**src/rtl/noisy_channel_mc.sv**
```systemverilog
// noisy_channel_mc
// Multi-lane error-injecting serial channel. Each lane registers its input bit
// once and optionally corrupts it using a per-lane 16-bit LFSR: random flips,
// fixed-length bursts, or stuck-at. Each lane also has a saturating error counter.
//
// Ports
//   clk        in   rising-edge clock
//   rst_n      in   asynchronous active-low reset
//   in         in   [NUM_CH]   serial input, one bit per lane
//   ch_en      in   [NUM_CH]   per-lane impairment enable (0 = clean pass-through)
//   mode       in   [2]        00 off, 01 random flip, 10 burst, 11 stuck-at
//   err_rate   in   [8]        trigger when lfsr[7:0] < err_rate
//   stuck_val  in   [NUM_CH]   forced level per lane in stuck-at mode
//   reseed     in   reload every LFSR with its lane seed
//   clr_cnt    in   clear every error counter (wins over increment)
//   out        out  [NUM_CH]   registered, impaired serial output
//   err_flag   out  [NUM_CH]   out differs from the input bit that produced it
//   err_cnt    out  [16*NUM_CH] saturating error counts, lane i at [16i+15:16i]
//
// Burst FSM (one per lane)
//   state    | meaning
//   ST_IDLE  | waiting for a trigger; a trigger flips this cycle
//   ST_BURST | flipping every cycle, bcnt counts remaining flips down to 1
module noisy_channel_mc #(
    parameter int unsigned NUM_CH    = 2,
    parameter logic [15:0] SEED      = 16'hACE1,
    parameter int unsigned BURST_LEN = 4,
    parameter logic        IDLE_VAL  = 1'b1
) (
    input  logic                   clk,
    input  logic                   rst_n,
    input  logic [NUM_CH-1:0]      in,
    input  logic [NUM_CH-1:0]      ch_en,
    input  logic [1:0]             mode,
    input  logic [7:0]             err_rate,
    input  logic [NUM_CH-1:0]      stuck_val,
    input  logic                   reseed,
    input  logic                   clr_cnt,
    output logic [NUM_CH-1:0]      out,
    output logic [NUM_CH-1:0]      err_flag,
    output logic [16*NUM_CH-1:0]   err_cnt
);

    localparam logic [1:0] MODE_OFF   = 2'b00;
    localparam logic [1:0] MODE_RAND  = 2'b01;
    localparam logic [1:0] MODE_BURST = 2'b10;
    localparam logic [7:0] BURST_RELOAD = 8'(BURST_LEN - 1);

    typedef enum logic {
        ST_IDLE  = 1'b0,
        ST_BURST = 1'b1
    } burst_st_t;

    // Lane seed = SEED rotated left by the lane index.
    function automatic logic [15:0] lane_seed(input int unsigned lane);
        logic [31:0] dbl;
        dbl = {SEED, SEED} << lane;
        return dbl[31:16];
    endfunction

    logic [NUM_CH-1:0] out_q, out_d;
    logic [NUM_CH-1:0] err_flag_q, err_flag_d;
    logic [15:0]       lfsr_q [NUM_CH];
    logic [15:0]       lfsr_d [NUM_CH];
    logic [15:0]       cnt_q  [NUM_CH];
    logic [15:0]       cnt_d  [NUM_CH];
    logic [7:0]        bcnt_q [NUM_CH];
    logic [7:0]        bcnt_d [NUM_CH];
    burst_st_t         st_q   [NUM_CH];
    burst_st_t         st_d   [NUM_CH];

    logic [NUM_CH-1:0] active;
    logic [NUM_CH-1:0] trig;
    logic [NUM_CH-1:0] flip;

    always_comb begin
        active     = '0;
        trig       = '0;
        flip       = '0;
        out_d      = out_q;
        err_flag_d = '0;
        for (int i = 0; i < int'(NUM_CH); i++) begin
            lfsr_d[i] = reseed ? lane_seed(i)
                               : {lfsr_q[i][14:0],
                                  lfsr_q[i][15] ^ lfsr_q[i][13] ^ lfsr_q[i][12] ^ lfsr_q[i][10]};
            st_d[i]   = ST_IDLE;
            bcnt_d[i] = bcnt_q[i];

            // Trigger uses the pre-advance LFSR value, so a reseed edge can still flip.
            trig[i]   = (lfsr_q[i][7:0] < err_rate);
            active[i] = ch_en[i] && (mode != MODE_OFF);

            // Any cycle that is not an active burst-mode cycle drops the FSM to IDLE.
            if (active[i] && (mode == MODE_BURST)) begin
                if (st_q[i] == ST_BURST) begin
                    flip[i]   = 1'b1;
                    bcnt_d[i] = bcnt_q[i] - 8'd1;
                    st_d[i]   = (bcnt_q[i] == 8'd1) ? ST_IDLE : ST_BURST;
                end else if (trig[i]) begin
                    flip[i] = 1'b1;
                    if (BURST_LEN > 1) begin
                        st_d[i]   = ST_BURST;
                        bcnt_d[i] = BURST_RELOAD;
                    end
                end
            end

            if (!active[i]) begin
                out_d[i]      = in[i];
                err_flag_d[i] = 1'b0;
            end else if (mode == MODE_RAND) begin
                out_d[i]      = in[i] ^ trig[i];
                err_flag_d[i] = trig[i];
            end else if (mode == MODE_BURST) begin
                out_d[i]      = in[i] ^ flip[i];
                err_flag_d[i] = flip[i];
            end else begin
                out_d[i]      = stuck_val[i];
                err_flag_d[i] = stuck_val[i] ^ in[i];
            end

            // Counter follows the registered flag, so it trails out by one cycle.
            if (clr_cnt) begin
                cnt_d[i] = 16'd0;
            end else if (err_flag_q[i] && (cnt_q[i] != 16'hFFFF)) begin
                cnt_d[i] = cnt_q[i] + 16'd1;
            end else begin
                cnt_d[i] = cnt_q[i];
            end
        end
    end

    always_ff @(posedge clk or negedge rst_n) begin
        if (!rst_n) begin
            out_q      <= {NUM_CH{IDLE_VAL}};
            err_flag_q <= '0;
            for (int i = 0; i < int'(NUM_CH); i++) begin
                lfsr_q[i] <= lane_seed(i);
                cnt_q[i]  <= 16'd0;
                bcnt_q[i] <= 8'd0;
                st_q[i]   <= ST_IDLE;
            end
        end else begin
            out_q      <= out_d;
            err_flag_q <= err_flag_d;
            for (int i = 0; i < int'(NUM_CH); i++) begin
                lfsr_q[i] <= lfsr_d[i];
                cnt_q[i]  <= cnt_d[i];
                bcnt_q[i] <= bcnt_d[i];
                st_q[i]   <= st_d[i];
            end
        end
    end

    assign out      = out_q;
    assign err_flag = err_flag_q;

    for (genvar g = 0; g < int'(NUM_CH); g++) begin : g_cnt
        assign err_cnt[16*g +: 16] = cnt_q[g];
    end

endmodule

```
**config.mk**
```make
export PLATFORM = sky130hd
export DESIGN_NAME = noisy_channel_mc
export DESIGN_NICKNAME = d
export VERILOG_FILES = /design/src/rtl/noisy_channel_mc.sv
export SDC_FILE = /design/constraint.sdc
export NUM_CORES = 1
export LEC_CHECK = 0
export CAP_MARGIN = 10
export CORE_ASPECT_RATIO = 0.7
export CORE_MARGIN = 4
export CORE_UTILIZATION = 30
export CTS_CLUSTER_SIZE = 10
export DETAILED_ROUTE_END_ITERATION = 10
export HOLD_SLACK_MARGIN = 0.05
export PLACE_DENSITY = 0.45
export SLEW_MARGIN = 30
export SYNTH_ARGS = -nofsm -noshare
export SYNTH_HDL_FRONTEND = slang
export SYNTH_SLANG_ARGS = --single-unit
```
**constraint.sdc**
```tcl
create_clock -name clk -period 3.1 [get_ports clk]
set_input_delay 0.465 -clock clk [delete_from_list [all_inputs] [get_ports clk]]
set_output_delay 0.465 -clock clk [all_outputs]
set_load 0.01 [all_outputs]
```
==> results.py, run 1 <==
metrics = {
    "status": {
        "status": "finished, final reports clean",
    },
    "final_layout": {
        "drive_gt1_share_pct": 12.60,
        "final_common_cell": "dfrtp_1",
        "area_growth_pct": 25.38,
        "layout_common_cells": "dfrtp_1 (68), clkdlybuf4s50_1 (53), nor2_1 (42)",
        "final_util_pct": 38.60,
        "num-nets-final": 519,
        "n_antenna_cell": 0,
    },
    "timing": {
        "whs_ps": 128.5,
        "hold_viol": 0,
        "fin_crit_ps": 2459,
        "finalSetupTns_ps": 0,
        "grt_setup_unrepaired": "false",
        "finalSetupViolCount": 0,
        "worst_slack_ps": 640.6,
        "timing.final.max_slew_violations": 0,
        "fmax_ghz": 0.4066,
        "period_share_pct": 79.33,
        "tightest_slew_ps": 715.6,
        "clock_skew_ps": 10.63,
        "max_slew_margin_pct": 51.97,
    },
    "die": {
        "die_h_um": 108.2,
        "dieArea_sq_um": 16340,
        "ios": 56,
        "core_area_sq_um": 13960,
        "fp-row-count": 36,
        "start_util_pct": 30.79,
        "die_x_um": 151.1,
    },
    "power": {
        "p_per_area_nw_per_um2": 482.3,
        "ir_worst_vdd_mv": 0.2734,
        "power.leakage_uw": 0.002319,
    },
    "drt": {
        "wl_per_cell_um": 13.95,
        "via_count": 3168,
        "drt_pass1_iterations": 4,
        "drc": 0,
        "routed_wl_um": 9399,
        "viasPerCell": 4.700,
        "drt-initial-drc-count": 182,
        "ant_nets": 0,
    },
    "setup_path": {
        "path_max_fanout": 9,
        "endpoint_kind": "flop",
        "cp_data_required_time_ps": 3320,
        "startpoint": "err_rate[6]",
        "timing.rr.start": "lfsr_q[22]",
        "cp-start-kind": "input pin",
        "cp.arrival_ps": 2680,
        "worst-setup-path-type": "input pin to flop",
        "r2r_setup_slack_ps": 830,
    },
    "clocking": {
        "clk_latency_ps": 340,
        "postCtsSetupBuffers": 0,
        "post_cts_resized": 0,
        "h-tree-depth": 3,
        "cts_buffer_depth": 2,
        "clk_root_buffer_cell": "clkbuf_16",
        "clkTransAtPathRegs_ps": 70,
        "cts_inserted_buffers": 9,
        "hold_buffers": 0,
        "cts_tree": "yes",
        "cts.sinks": 86,
    },
    "placement": {
        "io_buffers": 55,
        "dpl.hpwl_um": 6494,
        "dp_slack_ps": 262.1,
        "gp_congestion": 0.7958,
    },
    "global_routing": {
        "grt_pass1_wl_um": 16000,
        "grt.overflow.total": 0,
        "grt_antenna_before_repair": 0,
        "grt_use_total_pct": 12.28,
        "grt_pass1_vias": 3072,
        "grt_max_degree": 87,
    },
    "synthesis": {
        "yosysWarnings": 0,
        "ys_seq_area_share_pct": 50.58,
        "synthTopCellsByArea": "dfrtp_1 (40%), dfstp_2 (11%), ha_1 (5.8%), xor2_1 (5.5%), nor2_1 (3.7%)",
        "synth_top_family_by_area": "simple AND/OR/NAND/NOR gates",
        "async_flop_share_pct": 100.0,
        "synth_flop_cell": "dfrtp_1",
        "synth-simple-area-share_pct": 21.71,
        "yosys.area.top_type_share_pct": 39.58,
        "synth_edf_count": 0,
        "synth_top_area_cell": "dfrtp_1",
        "syn_area_per_cell_sq_um": 10.21,
        "synthXorXnorAreaFrac_pct": 7.334,
        "yosys_register_bits": 86,
        "synth_area_sq_um": 4299,
        "synth_cell_types": 48,
        "syn-instance-count": 421,
        "synth_mux_area_share_pct": 0.6985,
        "yosys.area_share.adder_pct": 5.821,
        "synth-compound-area-share_pct": 11.20,
        "synth_nets": 461,
    },
    "min_path": {
        "hold_class": "input pin to asynchronous set/reset pin",
    },
    "job": {
        "drv_cap": 0,
    },
}
logic make-up (layout without fill, tap and decap cells):
family / Yosys count / after routing
xor+xnor: 36 / 36
buf+inv: 30 / 93
fa+ha+maj: 20 / 20
flops: 86 / 86
mux: 3 / 3
simple gates: 179 / 179
compound gates: 67 / 67
cells in the mapped netlist, types with 2 or more instances:
master	count
or2_2	14
nor4b_1	2
a21o_1	6
xor2_1	27
nor4_1	5
o211ai_1	3
dfstp_2	18
a211oi_1	3
a32oi_1	3
a22o_1	6
xnor2_1	9
o2111ai_1	3
dfrtp_1	68
ha_1	20
o31ai_1	3
a21oi_1	13
and3_1	8
or3_1	6
nor3_1	11
nor2b_1	20
clkbuf_1	14
nand2_1	27
nor2_1	42
nand3_1	19
mux2i_1	3
nand4_1	7
o21ai_0	14
nor3b_1	2
nand2b_1	6
inv_1	15
o21ai_1	2
and2_1	3
and4_1	4
cell type report:
| class | instances | area [sq um] |
|---|---|---|
| Fill cell | 1416 | 8573 |
| Sequential cell | 86 | 2175 |
| Multi-Input combinational cell | 305 | 2011 |
| Timing Repair Buffer | 62 | 608.1 |
| Clock buffer | 11 | 242.7 |
| Tap cell | 190 | 237.7 |
| Clock inverter | 5 | 60.06 |
| Inverter | 15 | 56.30 |
registers in the layout, indices dropped and copies added, names as in the netlist:
| signal | flops |
|---|---|
| bcnt_q | 16 |
| err_flag | 2 |
| lfsr_q | 32 |
| err_cnt | 32 |
| st_q | 2 |
| out | 2 |
metrics by stage:
| stage | power [uW] | cell area, sq um | cells |
|---|---|---|---|
| after floorplan | 1399 | 4299 | 421 |
| after global placement | 1527 | 5092 | 658 |
| after detailed placement | 1527 | 5092 | 658 |
| after CTS | 2657 | 5395 | 674 |
| after global routing | 2744 | 5390 | 674 |
| final | 2600 | 5390 | 674 |
path summary, 6_finish.rpt:
| check | endpoint | cells past startpoint |
|---|---|---|
| setup / recovery | bcnt_q[11] | 9 |
| hold / removal | err_cnt[28] | 2 |
| setup reg to reg | bcnt_q[11] | 7 |
| hold reg to reg | lfsr_q[26] | 1 |
| max in group asynchronous | lfsr_q[21] | 2 |
| min in group clk | lfsr_q[26] | 1 |
worst max-delay path: stages:
cell and delay (ps):
clkdlybuf4s50_1 460, inv_1 70, ha_1 310, a21o_1 180, a221o_1 370, a41oi_4 240
buf_4 210, and3_1 300, nor2_1 80
power breakdown:
group	internal [uW]	leakage (uW)	switching, uW
clock	648	0.000146	452
combinational	123	0.00108	141
sequential	1190	0.00110	45.7
total	1960	0.00232	639
metal layers:
| layer | wire length, um | share of wire, % | vias up | GRT usage [%] |
|---|---|---|---|---|
| li1 | - | - | 1575 | - |
| met1 | 4812 | 51 | 1525 | 17.89 |
| met2 | 4055 | 43 | 57 | 17.48 |
| met3 | 417 | 4.4 | 11 | 3.645 |
| met4 | 113 | 1.2 | 0 | 3.752 |
| met5 | 0 | 0 | - | 0 |
Note: power is estimated with default switching activity, not from simulation.
==> run 2: changes to the inputs <==
Clock period 3.1 ns to 2.5 ns, I/O delays scaled along.
==> run 2 against run 1 <==
Final cell count increased by 1.6%. Clock power rose by 28%. Sequential power grew 24%. Critical endpoint is now bcnt_q[14]. Highest routed layer unchanged.
==> results.py, run 2 (synthesis gave the netlist of run 1 again) <==
metrics = {
    "status": {
        "status": "finished, final reports clean",
    },
    "timing": {
        "grt_setup_unrepaired": "false",
        "clock_skew_ps": 7.721,
        "worst_slack_ps": 167.9,
        "fin_crit_ps": 2332,
        "fmax_ghz": 0.4288,
        "finalSetupViolCount": 0,
        "hold_viol": 0,
        "finalSetupTns_ps": 0,
        "period_share_pct": 93.28,
        "max_slew_margin_pct": 68.19,
        "timing.final.max_slew_violations": 0,
        "tightest_slew_ps": 476.1,
    },
    "die": {
        "fp-row-count": 36,
        "start_util_pct": 30.79,
        "dieArea_sq_um": 16340,
        "die_x_um": 151.1,
        "core_area_sq_um": 13960,
        "die_h_um": 108.2,
        "ios": 56,
    },
    "clocking": {
        "post_cts_resized": 0,
        "cts.sinks": 86,
        "cts_buffer_depth": 2,
        "clk_root_buffer_cell": "clkbuf_16",
        "h-tree-depth": 3,
        "cts_inserted_buffers": 9,
        "clkTransAtPathRegs_ps": 70,
        "cts_tree": "yes",
        "clk_latency_ps": 340,
    },
    "setup_path": {
        "endpoint_kind": "flop",
        "cpLargestDelayFamily": "compound AO/OA/AOI/OAI gates",
        "cp-start-kind": "input pin",
        "cp_data_required_time_ps": 2760,
        "path_buf_inv": 3,
        "cpPeakStageDelay_ps": 450,
        "worstPathCellList": "clkdlybuf4s50_1 > inv_1 > ha_1 > a21o_1 > a221o_1 > a41oi_4 > buf_4 > o2111ai_1 > xor2_1 > nor2_1",
        "cp.arrival_ps": 2590,
        "path_max_fanout": 5,
        "worst-setup-path-type": "input pin to flop",
        "slowest_stage": "clkdlybuf4s50_1",
    },
    "placement": {
        "dpl.hpwl_um": 6791,
        "io_buffers": 55,
        "placed_cell_area_sq_um": 5167,
        "dp_slack_ps": -173.5,
        "gp_congestion": 0.7676,
        "place_inst": 668,
    },
    "power": {
        "power.leakage_uw": 0.002375,
        "p_per_area_nw_per_um2": 601.1,
        "ir_worst_vdd_mv": 0.3123,
    },
    "global_routing": {
        "grt.overflow.total": 0,
        "grt_antenna_before_repair": 0,
        "grt_pass1_vias": 3158,
        "grt_pass1_wl_um": 16240,
        "use_met1_pct": 18.94,
        "use_met3_pct": 3.561,
        "grt_use_met2_pct": 17.19,
        "top_usage_layer": "met1",
        "grt_use_total_pct": 12.53,
        "grt_max_degree": 56,
    },
    "final_layout": {
        "multi_input_area_sq_um": 2011,
        "layout_common_cells": "dfrtp_1 (68), clkdlybuf4s50_1 (54), nor2_1 (42)",
        "num-nets-final": 530,
        "final_common_cell": "dfrtp_1",
        "final_cells": 685,
        "seqCellArea_sq_um": 2175,
        "fill_cells": 1394,
        "area_growth_pct": 27.76,
        "n_antenna_cell": 0,
        "drive_gt1_share_pct": 14.34,
        "design_area_sq_um": 5493,
    },
    "drt": {
        "ant_nets": 0,
        "drt-initial-drc-count": 146,
        "drt_pass1_iterations": 4,
        "wl_per_cell_um": 13.95,
        "viasPerCell": 4.654,
        "drc": 0,
        "routed_wl_um": 9556,
        "via_count": 3188,
    },
    "min_path": {
        "hold_class": "flop to flop",
    },
    "job": {
        "drv_cap": 0,
    },
}
## run 2: cell count changes in the layout (fill, tap and decap cells not counted)
| cell | delta |
|---|---|
| buf_4 | +10 |
| clkinv_4 | -2 |
| inv_6 | +2 |
| buf_2 | -1 |
| clkbuf_1 | -1 |
| clkbuf_8 | +1 |
| clkdlybuf4s50_1 | +1 |
| clkinv_2 | -1 |
| clkinvlp_4 | +1 |
| dlygate4sd3_1 | +1 |
## run 2: power breakdown
part           switching [uW]  internal, uW
registers                58.8          1470
clock network             578           837
logic                     184           170
total                     821          2480
## run 2: stage by stage
stage / power [uW] / utilization [%] / hold WS, ps
floorplan: 1735 / - / 79.41
global placement: 1914 / 37.01 / 347.7
CTS: 3364 / 39.34 / 441.8
finish: 3302 / 39.34 / 436.6
detailed placement: 1917 / 37.01 / 343.2
global route: 3491 / 39.34 / 453.1
## run 2: what timing repair did
| item | in CTS | in global routing |
|---|---|---|
| hold buffers | 1 | 0 |
| buffers inserted | 0 | 0 |
| endpoints found under the hold margin | 21 | 0 |
## run 2: routing by layer
| metal | wire, um | share of wire (%) |
|---|---|---|
| met3 | 354 | 3.7 |
| met1 | 5017 | 53 |
| met4 | 134 | 1.4 |
| met2 | 4050 | 42 |
| met5 | 0 | 0 |
## run 2: cell type report
class / count / area share, %
Clock buffer: 11 / 4.601
Multi-Input combinational cell: 305 / 36.61
Tap cell: 190 / 4.328
Clock inverter: 5 / 1.139
Sequential cell: 86 / 39.59
Timing Repair Buffer: 73 / 12.71
Inverter: 15 / 1.025
## run 2: worst paths after layout
check                             from          end  slack, ps  cells after the start
setup / recovery           err_rate[6]   bcnt_q[14]        170                     10
hold / removal              lfsr_q[30]   lfsr_q[31]        440                      1
hold reg to reg             lfsr_q[30]   lfsr_q[31]        440                      1
min in group asynchronous        rst_n  err_cnt[27]        510                      2
setup reg to reg            lfsr_q[22]   bcnt_q[14]        220                      8
max in group asynchronous        rst_n       out[1]       1300                      3
